===== src/rtl/fifo_rd_ctrl.sv =====
`default_nettype none
// +----------------------------------------------------------------------------+
// | fifo_rd_ctrl: read-domain controller for the bridge async FIFO. Tracks the |
// | read pointer, sequences RAM reads and holds words in a valid/ready slot.   |
// | Optional: define FIFO_RD_FLUSH_EN to add the synchronous flush input.      |
// | Revision: 1.0                                                              |
// +----------------------------------------------------------------------------+
module fifo_rd_ctrl #(
  parameter int WIDTH    = 32,
  parameter int ADDRBITS = 4
) (
  input  logic                r_clk,
  input  logic                reset,
`ifdef FIFO_RD_FLUSH_EN
  input  logic                flush,
`endif
  input  logic [ADDRBITS:0]   w_syn,
  output logic [ADDRBITS:0]   rgrey,
  output logic [ADDRBITS-1:0] raddr,
  output logic                ren,
  input  logic [WIDTH-1:0]    rdata_mem,
  output logic [WIDTH-1:0]    rd_data,
  output logic                rd_valid,
  input  logic                rd_ready,
  output logic                empty,
  output logic [ADDRBITS:0]   rlevel
);

  localparam logic [1:0] c_idle  = 2'd0;
  localparam logic [1:0] c_fetch = 2'd1;
  localparam logic [1:0] c_valid = 2'd2;

  logic [1:0]         r_state;
  logic [1:0]         w_state_next;
  logic [ADDRBITS:0]  r_rbin;
  logic [ADDRBITS:0]  r_rgrey;
  logic [ADDRBITS:0]  w_rbin_next;
  logic [ADDRBITS:0]  w_wbin;
  logic [WIDTH-1:0]   r_rd_data;
  logic               r_rd_valid;
  logic               w_ren;
  logic               w_flush;
  logic               w_empty;

  function automatic logic [ADDRBITS:0] gray2bin(input logic [ADDRBITS:0] g);
    logic [ADDRBITS:0] b;
    b[ADDRBITS] = g[ADDRBITS];
    for (int i = ADDRBITS - 1; i >= 0; i--) begin
      b[i] = b[i+1] ^ g[i];
    end
    return b;
  endfunction

`ifdef FIFO_RD_FLUSH_EN
  assign w_flush = flush;
`else
  assign w_flush = 1'b0;
`endif

  assign w_wbin      = gray2bin(w_syn);
  assign w_empty     = (r_rgrey == w_syn);
  assign w_rbin_next = r_rbin + {{ADDRBITS{1'b0}}, w_ren};

  // State register
  always_ff @(posedge r_clk or negedge reset) begin
    if (!reset) begin
      r_state <= c_idle;
    end else begin
      r_state <= w_state_next;
    end
  end

  // Next-state logic; flush overrides any handshake in progress
  always_comb begin
    w_state_next = r_state;
    case (r_state)
      c_idle:  if (w_ren) w_state_next = c_fetch;
      c_fetch: w_state_next = c_valid;
      c_valid: if (rd_ready) w_state_next = w_ren ? c_fetch : c_idle;
      default: w_state_next = c_idle;
    endcase
    if (w_flush) begin
      w_state_next = c_idle;
    end
  end

  // Output logic: RAM read enable, held low during reset and flush
  always_comb begin
    w_ren = 1'b0;
    if (reset && !w_flush) begin
      case (r_state)
        c_idle:  w_ren = !w_empty;
        c_valid: w_ren = rd_ready && !w_empty;
        default: w_ren = 1'b0;
      endcase
    end
  end

  // Pointer and output slot datapath
  always_ff @(posedge r_clk or negedge reset) begin
    if (!reset) begin
      r_rbin     <= '0;
      r_rgrey    <= '0;
      r_rd_data  <= '0;
      r_rd_valid <= 1'b0;
    end else if (w_flush) begin
      r_rbin     <= w_wbin;
      r_rgrey    <= w_syn;
      r_rd_valid <= 1'b0;
    end else begin
      r_rbin  <= w_rbin_next;
      r_rgrey <= w_rbin_next ^ (w_rbin_next >> 1);
      if (r_state == c_fetch) begin
        r_rd_data  <= rdata_mem;
        r_rd_valid <= 1'b1;
      end else if (r_state == c_valid && rd_ready) begin
        r_rd_valid <= 1'b0;
      end
    end
  end

  assign ren      = w_ren;
  assign raddr    = r_rbin[ADDRBITS-1:0];
  assign rgrey    = r_rgrey;
  assign rd_data  = r_rd_data;
  assign rd_valid = r_rd_valid;
  assign empty    = w_empty;
  assign rlevel   = w_wbin - r_rbin;

endmodule
`default_nettype wire


===== config.mk =====
export PLATFORM = sky130hd
export DESIGN_NAME = fifo_rd_ctrl
export DESIGN_NICKNAME = d
export VERILOG_FILES = /design/src/rtl/fifo_rd_ctrl.sv
export SDC_FILE = /design/constraint.sdc
export NUM_CORES = 1
export LEC_CHECK = 0
export ABC_AREA = 1
export CAP_MARGIN = 20
export CORE_ASPECT_RATIO = 0.6
export CORE_MARGIN = 10
export CORE_UTILIZATION = 42
export DETAILED_ROUTE_END_ITERATION = 7
export PLACE_DENSITY_LB_ADDON = 0.08
export SLEW_MARGIN = 20
export SYNTH_ARGS = -nofsm -noshare
export SYNTH_HDL_FRONTEND = slang
export SYNTH_SLANG_ARGS = --single-unit

===== constraint.sdc =====
create_clock -name r_clk -period 2.8 [get_ports r_clk]
set_clock_uncertainty 0.05 [all_clocks]
set_input_delay 0.56 -clock r_clk [delete_from_list [all_inputs] [get_ports r_clk]]
set_output_delay 0.56 -clock r_clk [all_outputs]
set_load 0.02 [all_outputs]

==> run_results.csv <==
group,metric,value,unit
yosys,synth_edf_count,0,
yosys,synthTopCellsByCount,"nand2_1 (109), dfrtp_1 (44), inv_1 (18)",
yosys,ys_seq_area_share,55.1,%
floorplanning,ioPinCount,89,
sta,finalSetupViolations,1,
outcome,violations,"setup timing",
floorplanning,core,0.00459,mm2
cells_and_area,design_area,0.00325,mm2
setup_path,r2r_end,"rgrey[2]",
floorplanning,die_h,73.4,um
drt,drc,0,
yosys,synth_flop_cell,"dfrtp_1",
clock_network,cts_buffer_depth,2,
yosys,yosysTopAreaCell,"dfrtp_1",
sta,fmax,353,MHz
yosys,syn_area,0.00200,mm2
clock_network,numCtsBuffers,5,
sta,min_period_over_period,101,%
setup_path,endpoint_kind,"output pin",
sta,hold_violations,0,
floorplanning,start_util,43.6,%
floorplanning,rows,19,
power,cellLeakagePower,1.61,nW
yosys,synth_most_common_cell,"nand2_1",
clock_network,clkLatencyLatePin,0.29,ns
drt,wl_per_cell,14.5,um
yosys,synth_area_leaders,"dfrtp_1 (55%), nand2_1 (20%), ha_1 (3.8%)",
drt,vias,1764,
outcome,status,"finished with violations",
setup_path,start_kind,"input pin",
yosys,syn_nets,273,
sta,finalWorstSetupSlack,-0.0302,ns
clock_network,h-tree-depth,2,
power,pwr-share-seq,30.9,%
setup_path,required,2.19,ns
cells_and_area,drive_gt1_share,18.5,%
clock_network,cts_hold_buf,0,
sta,period_needed,2.83,ns
sta,rsz0062_at_grt,"true",
drt,vias_per_cell,4.43,
place,port_buffers,88,
drt,top_layer,"met4",
global_route,first_global_vias,1824,
setup_path,cp_data_arrival_time,2.22,ns
cells_and_area,layout.nets,382,
global_route,grt_max_degree,45,
sta,tightestPinTransition,0.538,ns
power,power_frac_comb,59.3,%
clock_network,cts.clk_slew.worst_paths,0.08,ns
drt,wl_met3,691,um
global_route,track_usage,13.9,%
setup_path,timing.rr.start,"r_rbin[4]",
yosys,ys_async_sr_fraction,100,%
setup_path,ff2ff_path_depth,9,
global_route,grt_pass1_wl,8.91,mm
power,cellPowerDensity,1160,mW/mm2
yosys,ys_ff_latch,44,
yosys,postSynthAreaPerCell,8.85,um2
floorplanning,dieArea,0.00801,mm2
yosys,postSynthCellCount,226,
place,gp_congestion,0.888,
power,peakVddDrop,0.000579,V
setup_path,r2r_slack,0.70,ns
drt,wl,5.77,mm
clock_network,cts_tree,"built",
place,dpl_cell_area,0.00304,mm2
power,clockPowerShare,9.8,%
yosys,synth_top_area_share,55.1,%
drt,drt-initial-drc-count,52,
drt,wl_met1,2.56,mm
yosys,yosysWarnings,0,
global_route,grt_overflow,0,
cells_and_area,area.growth.synth_to_final,62.7,%
setup_path,critPathMaxFanout,3,
sta,slew_violations,0,
global_route,antenna_found_initial,0,
cells_and_area,antenna_cells,0,
clock_network,clkSinkCount,44,
sta,slew_headroom,64.1,%
place,dp_hpwl,4.21,mm
floorplanning,die_w,109,um
cells_and_area,fill_cells,375,
run,max-cap-violations,0,
yosys,synth_cell_type_count,22,
hold_path,hold_class,"in2async",
power,sw_frac_of_total,42.8,%
drt,drt_pass1_iterations,4,
drt,met2_length,2.45,mm
setup_path,path_class,"in2out",
clock_network,cts_root_buffer,"clkbuf_8",
drt,postRouteAntennaNets,0,
power,p_int,2.16,mW
sta,hold_ws,0.329,ns
power,p_sw,1.61,mW
## worst max-delay path by stage
stage	start	endpoint	slack, ns
after global placement	w_syn[4]	rlevel[4]	-0.99
after floorplan	w_syn[4]	rlevel[4]	0.03
after CTS	w_syn[3]	rlevel[4]	-0.04
final	w_syn[1]	rlevel[4]	-0.03
after global routing	w_syn[3]	rlevel[4]	-0.1
after detailed placement	w_syn[4]	rlevel[4]	-1.14
## logic make-up after synthesis
| kind of cell | count (synthesis) | synth area share [%] |
|---|---|---|
| AO/OA/AOI/OAI | 8 | 2.13 |
| XOR/XNOR | 12 | 6.01 |
| adder cells (fa/ha/maj) | 7 | 4.76 |
| buffers and inverters | 25 | 5.44 |
| flip-flops | 44 | 55.1 |
| AND/OR/NAND/NOR | 130 | 26.6 |
## critical path, cell delays in order
cell             delay, ns
clkdlybuf4s15_1       0.25
inv_2                 0.12
nand3_1               0.10
nand3_2               0.09
nand2_2               0.07
ha_4                  0.16
fa_2                  0.37
o21ai_2               0.17
xor2_1                0.17
buf_4                 0.16
## flip-flops by register name (all words and copies together) (netlist names)
signal	count
rgrey	4
rd_data	32
r_state	2
rd_valid	1
r_rbin	5
## timing repair
| item | CTS | global route |
|---|---|---|
| setup endpoints to repair | 7 | 5 |
| hold endpoints to repair | 0 | 0 |
| gates resized for setup | 51 | 25 |
| setup buffers | 3 | 1 |
| cloned | 0 | 0 |
| pin swaps | 7 | 11 |
## cells in the final DEF, fill, tap and decap left out, types with 2 or more instances in the layout
master           count
a21oi_1              2
buf_2                2
buf_4               23
clkbuf_8             5
clkdlybuf4s50_1     77
dfrtp_1             44
dlygate4sd2_1        2
ha_1                 5
inv_1               14
inv_2                2
inv_6                2
nand2_1            103
nand2_2              5
nand2_4              4
nand3_1              6
nand3_2              3
nand3_4              2
nor2_1               4
o21ai_0              3
xnor2_1              5
xnor2_2              2
xor2_1               4
## metrics by stage
step                util, %  power (mW)  TNS, ns  setup slack [ns]  instances
floorplan                 -        2.29        0            0.0253        226
global placement       66.2        3.36    -4.13            -0.985        387
detailed placement     66.2        3.40    -4.85             -1.14        387
CTS                    68.7        3.79  -0.0394           -0.0370        397
global route           70.9        4.06   -0.195           -0.0985        398
finish                 70.9        3.78  -0.0302           -0.0302        398
## power by group through the flow
stage	combinational (mW)	clock [mW]	sequential [mW]
global placement	2.20	0	1.16
global route	2.44	0.411	1.20
CTS	2.24	0.386	1.16
finish	2.24	0.370	1.17
floorplan	0.778	0	1.51
detailed placement	2.23	0	1.17
## cell type report
class | count | area (um2) | share of cell area (%)
timing repair buffer | 108 | 1030 | 31.6
clock buffer | 5 | 68.8 | 2.12
inverter | 19 | 83.8 | 2.58
sequential | 44 | 1100 | 33.8
tap | 63 | 78.8 | 2.42
multi-input combinational | 157 | 881 | 27.1
clock inverter | 2 | 12.5 | 0.385
## layer usage
metal	GRT usage [%]	vias up
li1	-	906
met1	17.4	791
met2	20.8	61
met3	7.69	6
met4	2.62	0
met5	0	-
No activity file was read; power rests on OpenSTA's default activity.
